$ cat src/rtl/fifo_pkg.sv
// Shared types and helpers for the synchronous FIFO.
// Provides the read-mode enum and a pointer increment that wraps at any depth.
package fifo_pkg;

  typedef enum logic {FIFO_STD, FIFO_FWFT} fifo_mode_e;

  // Depth need not be a power of two, so the wrap is an explicit compare.
  function automatic logic [31:0] ptr_inc(input logic [31:0] ptr, input logic [31:0] depth);
    return (ptr == depth - 32'd1) ? 32'd0 : ptr + 32'd1;
  endfunction

endpackage

$ cat src/rtl/fifo_ram.sv
// FIFO storage: DEPTH x WIDTH array, synchronous write, asynchronous read.
// Contents are deliberately not reset.
module fifo_ram #(
  parameter int DATA_LENGTH = 8,
  parameter int FIFO_DEPTH  = 8,
  localparam int AW         = $clog2(FIFO_DEPTH)
) (
  input  logic                   i_clk,
  input  logic                   i_wr_en,
  input  logic [AW-1:0]          i_wr_addr,
  input  logic [DATA_LENGTH-1:0] i_wr_dat,
  input  logic [AW-1:0]          i_rd_addr,
  output logic [DATA_LENGTH-1:0] o_rd_dat
);

  logic [DATA_LENGTH-1:0] r_mem [FIFO_DEPTH];

  always_ff @(posedge i_clk) begin
    if (i_wr_en) r_mem[i_wr_addr] <= i_wr_dat;
  end

  assign o_rd_dat = r_mem[i_rd_addr];

endmodule

$ cat src/rtl/fifo_sync_param.sv
// Single-clock FIFO with count, threshold flags, error pulses and STD/FWFT read modes.
// Writes are refused when full and reads when empty; refusals pulse overflow/underflow.
module fifo_sync_param
  import fifo_pkg::*;
#(
  parameter int         DATA_LENGTH = 8,
  parameter int         FIFO_DEPTH  = 8,
  parameter fifo_mode_e MODE        = FIFO_STD,
  parameter int         AF_THRESH   = FIFO_DEPTH - 1,
  parameter int         AE_THRESH   = 1,
  localparam int        CW          = $clog2(FIFO_DEPTH + 1),
  localparam int        PW          = $clog2(FIFO_DEPTH)
) (
  input  logic                   clk,
  input  logic                   reset,
  input  logic [DATA_LENGTH-1:0] dataIn,
  input  logic                   write_enable,
  input  logic                   read_enable,
  output logic [DATA_LENGTH-1:0] dataOut,
  output logic                   full,
  output logic                   empty,
  output logic                   almost_full,
  output logic                   almost_empty,
  output logic [CW-1:0]          count,
  output logic                   overflow,
  output logic                   underflow
);

  if (FIFO_DEPTH < 2 || AF_THRESH > FIFO_DEPTH || AE_THRESH >= FIFO_DEPTH) begin : g_bad_param
    $error("fifo_sync_param: illegal FIFO_DEPTH/AF_THRESH/AE_THRESH combination");
  end

  logic [PW-1:0]          r_wr_ptr;
  logic [PW-1:0]          r_rd_ptr;
  logic [CW-1:0]          r_count;
  logic                   r_overflow;
  logic                   r_underflow;
  logic                   w_full;
  logic                   w_empty;
  logic                   w_wr_acc;
  logic                   w_rd_acc;
  logic [DATA_LENGTH-1:0] w_rd_dat;

  // Flags come from the registered count only, never from the requests.
  assign w_full   = (r_count == CW'(FIFO_DEPTH));
  assign w_empty  = (r_count == '0);
  assign w_wr_acc = write_enable && !w_full;
  assign w_rd_acc = read_enable && !w_empty;

  fifo_ram #(
    .DATA_LENGTH(DATA_LENGTH),
    .FIFO_DEPTH (FIFO_DEPTH)
  ) u_ram (
    .i_clk    (clk),
    .i_wr_en  (w_wr_acc),
    .i_wr_addr(r_wr_ptr),
    .i_wr_dat (dataIn),
    .i_rd_addr(r_rd_ptr),
    .o_rd_dat (w_rd_dat)
  );

  always_ff @(posedge clk or negedge reset) begin
    if (!reset) begin
      r_wr_ptr    <= '0;
      r_rd_ptr    <= '0;
      r_count     <= '0;
      r_overflow  <= 1'b0;
      r_underflow <= 1'b0;
    end else begin
      if (w_wr_acc) r_wr_ptr <= PW'(ptr_inc(32'(r_wr_ptr), 32'(FIFO_DEPTH)));
      if (w_rd_acc) r_rd_ptr <= PW'(ptr_inc(32'(r_rd_ptr), 32'(FIFO_DEPTH)));
      case ({w_wr_acc, w_rd_acc})
        2'b10:   r_count <= r_count + CW'(1);
        2'b01:   r_count <= r_count - CW'(1);
        default: r_count <= r_count;
      endcase
      r_overflow  <= write_enable && w_full;
      r_underflow <= read_enable && w_empty;
    end
  end

  if (MODE == FIFO_STD) begin : g_std
    logic [DATA_LENGTH-1:0] r_dout;
    always_ff @(posedge clk or negedge reset) begin
      if (!reset)        r_dout <= '0;
      else if (w_rd_acc) r_dout <= w_rd_dat;
    end
    assign dataOut = r_dout;
  end else begin : g_fwft
    // Head word is shown combinationally; a read just advances past it.
    assign dataOut = w_rd_dat;
  end

  assign full         = w_full;
  assign empty        = w_empty;
  assign almost_full  = (r_count >= CW'(AF_THRESH));
  assign almost_empty = (r_count <= CW'(AE_THRESH));
  assign count        = r_count;
  assign overflow     = r_overflow;
  assign underflow    = r_underflow;

endmodule

$ cat config.mk
export PLATFORM = sky130hd
export DESIGN_NAME = fifo_sync_param
export DESIGN_NICKNAME = d
export VERILOG_FILES = /design/src/rtl/fifo_pkg.sv /design/src/rtl/fifo_ram.sv /design/src/rtl/fifo_sync_param.sv
export SDC_FILE = /design/constraint.sdc
export NUM_CORES = 1
export LEC_CHECK = 0
export ABC_CLOCK_PERIOD_IN_PS = 2400
export BUFFER_PORTS_ARGS = -buffer_cell sky130_fd_sc_hd__buf_2
export CORE_ASPECT_RATIO = 0.75
export CORE_UTILIZATION = 58
export DETAILED_ROUTE_END_ITERATION = 6
export PLACE_DENSITY_LB_ADDON = 0.2
export SLEW_MARGIN = 10
export SYNTH_ARGS = -nofsm -noshare
export SYNTH_HDL_FRONTEND = slang
export SYNTH_SLANG_ARGS = --single-unit
$ cat constraint.sdc
create_clock -name clk -period 2.4 [get_ports clk]
set_input_delay 0.12 -clock clk [delete_from_list [all_inputs] [get_ports clk]]
set_output_delay 0.12 -clock clk [all_outputs]
set_load 0.03 [all_outputs]
==> impl_results.md <==
* Outcome: completed
* # Post-CTS Setup Buffers at 0
* Chip width at 91.26 µm
* Total grt overflow at 0
* Vias per Instance at 5.744
* XOR/XNOR share of the synthesized area at 0.01011
* Worst path max stage delay at 0.47 ns
* Antenna violations before repair at 0
* Core area at 0.005554 mm²
* Clock tree buffer depth at 2
* # IOs at 30
* Cells after Synth at 214
* Number of synthesized flops with an enable pin at 64
* Syn Nets at 234
* Clock Sinks at 84
* Vias in the first global route at 1,901
* Worst min-delay path category: in2reg
* Clk_lat worst skew at 0.36 ns
* Slew headroom at 0.5006
* WL final at 6513 µm
* Dpl hpwl at 4187 µm
* GR peak layer: met2
* Met2 global-route usage at 0.3532
* Largest net degree at the start of global routing at 36
* Measured slew at the worst slew-check pin at 0.7475 ns
* Worst VDD drop at 0.0007929 V
* Startpoint types: register
* Top-count cell post-synth: edfxtp_1
* Async S/R FF share, synth at 0.2381
* Max cap viols at 0
* Largest family of logic cells by synthesized area: multiplexers
* Critical Path AT at 2.45 ns
* Crit. End Element: register
* Grt met1 use at 0.3071
* Worst Path Buf+Inv at 2
* PortBufs at 29
* Crit-path slowest cell: or4b_1
* Post-route setup TNS at 0 ns
* Root Driver: clkbuf_8
* Pleak at 1.566 nW
* Min Tclk post-route at 2.174 ns
* Gr usage total at 0.2306
* Via count at 1,953
* Top post-synthesis cells by count: edfxtp_1 (64), mux2_2 (21), dfrtp_1 (20), mux2i_1 (17), o21ai_0 (9)
* Global-route wire length before repair at 9956 µm
* Adder-Cell Fraction of Synth Area at 0.02888
* Register area share after synthesis at 0.6989
* Fin. Hold Viols at 0
* DRC Markers at 0
* CP max FO at 6
* Synth top area cells: edfxtp_1 (55%), dfrtp_1 (14%), mux2_2 (6.8%)
* Worst path required time at 2.68 ns
* Cells along the critical path: inv_1 > ha_1 > nor3b_1 > nand2b_4 > inv_1 > ha_1 > or4b_1 > a21oi_2 > xor2_1
* RSZ-0062 raised after global routing: no
* Post-synth top area share at 0.5545
* Cell family with most CP delay: simple AND/OR/NAND/NOR gates
* CTS Buf Count at 9
* Synth warnings at 0
* Layout cells sized above 1 at 0.3170
* Fin util at 0.7218
* Mapped Avg Cell Area at 16.20 µm²
* Multiplexer area fraction after synthesis at 0.1206
* H-tree Lvls at 3
* Netlist Area Pre-Place at 0.003466 mm²
* Final #Nets at 280
* Synth Area in Simple Gates at 0.04982
* Clk_skew at 0.01047 ns
* DIE AREA at 0.006292 mm²
* Starting Density at 0.6240
* Final Cycle Share at 0.9060
* Final slew viol count at 0
* Seq cells post-synth at 84
* PostCTS Resize Cnt at 0
* Synth Flop Type: edfxtp_1
* Setup violations, final at 0
* Antenna cells at 0
* Area Growth Syn to Fin at 15.67%
* # rows at 23
* Area leader, netlist: edfxtp_1
* Iter 0 DRT Violations at 160
* Netlist cell types at 32
* Total power per unit cell area at 1271 mW/mm²
* Synth Area in Compound Gates at 0.07004
* CTS tree: yes
* 1st-pass router iterations at 4
* Crit path kind: reg2reg
* ANT nets after route at 0
* Die Y at 68.95 µm
* Clock-pin slew on the worst setup and hold paths at 0.08 ns
* Met3 Use GR at 0.08114
* Routability Congestion at 0.7565
* Post-DR wirelength/cell at 19.16 µm
* Maximum achievable frequency at 0.4599 GHz
==> power by group <==
group | total, mW | switching [mW] | internal (mW)
Sequential | 2.12 | 0.220 | 1.90
Combinational | 1.85 | 1.09 | 0.763
Clock | 1.12 | 0.495 | 0.623
Total | 5.09 | 1.81 | 3.29
==> worst reg2reg max path, delay by kind of cell (launching register included) <==
family | cells | cell delay (ns)
AO/OA/AOI/OAI | 1 | 0.15
XOR/XNOR | 1 | 0.15
adder cells (fa/ha/maj) | 2 | 0.45
buffers and inverters | 2 | 0.13
flip-flops | 1 | 0.42
AND/OR/NAND/NOR | 3 | 0.80
==> metrics by stage <==
stage	hold slack, ns	cell area, µm²	cells	power (mW)	setup slack, ns
final	0.02293	4009	340	5.094	0.2256
after global routing	0.02403	4009	340	5.354	0.1076
after CTS	0.008341	4009	340	5.120	0.2345
after detailed placement	0.1137	3766	323	4.003	0.2516
after global placement	0.1101	3766	323	3.940	0.3255
after floorplan	-0.1756	3473	214	3.464	0.003266
==> routing by layer <==
metal / share of wire / up-vias
met2: 0.46 / 62
li1: - / 918
met4: 0.016 / 0
met3: 0.073 / 12
met1: 0.45 / 961
met5: 0 / -
==> flip-flops by register name (all words and copies together), names as in the netlist <==
register / flops
r_wr_ptr: 3
dataOut: 8
u_ram.r_mem: 64
underflow: 1
overflow: 1
r_rd_ptr: 3
count: 4
==> final cells by class <==
type	instances	area, µm²
inverters	5	18.77
well taps	75	93.84
fillers	361	1545
clock buffers	10	137.6
clock inverters	6	95.09
repair buffers	43	265.3
flip-flops and latches	84	2424
multi-input cells	117	974.7
==> cell usage in the layout, fill, tap and decap left out, types with 2 or more instances in the layout <==
master,n
a22o_1,8
bufinv_16,2
dfrtp_1,19
nor2b_1,2
buf_2,29
mux2_2,21
clkinv_4,3
nor3_1,5
o31ai_1,8
clkbuf_8,10
inv_1,5
mux2i_1,17
xnor2_1,2
ha_1,8
o22ai_1,8
o21ai_0,9
nand2_1,4
nand2b_1,3
and2_1,2
xor2_1,2
nor2_1,8
buf_4,12
edfxtp_1,64
==> kinds of logic after synthesis <==
| kind of cell | after synthesis |
|---|---|
| XOR/XNOR | 4 |
| adder cells (fa/ha/maj) | 8 |
| flip-flops | 84 |
| buffers and inverters | 13 |
| multiplexers | 39 |
| AND/OR/NAND/NOR | 31 |
| AO/OA/AOI/OAI | 35 |
==> final timing paths <==
| check | startpoint | end | slack (ns) | cells past startpoint |
|---|---|---|---|---|
| setup / recovery | count[1] | count[3] | 0.23 | 9 |
| hold / removal | write_enable | overflow | 0.02 | 2 |
| setup reg to reg | count[1] | count[3] | 0.23 | 9 |
| hold reg to reg | dataOut[1] | dataOut[1] | 0.54 | 2 |
| max in group asynchronous | reset | count[0] | 1.76 | 2 |
| min in group asynchronous | reset | r_wr_ptr[1] | 0.26 | 2 |
==> repair_timing <==
item	4_1_cts	5_1_grt
endpoints found under the hold margin	20	0
hold buffers	1	0
endpoints found under the setup margin	0	0
No activity file was read; power rests on OpenSTA's default activity.
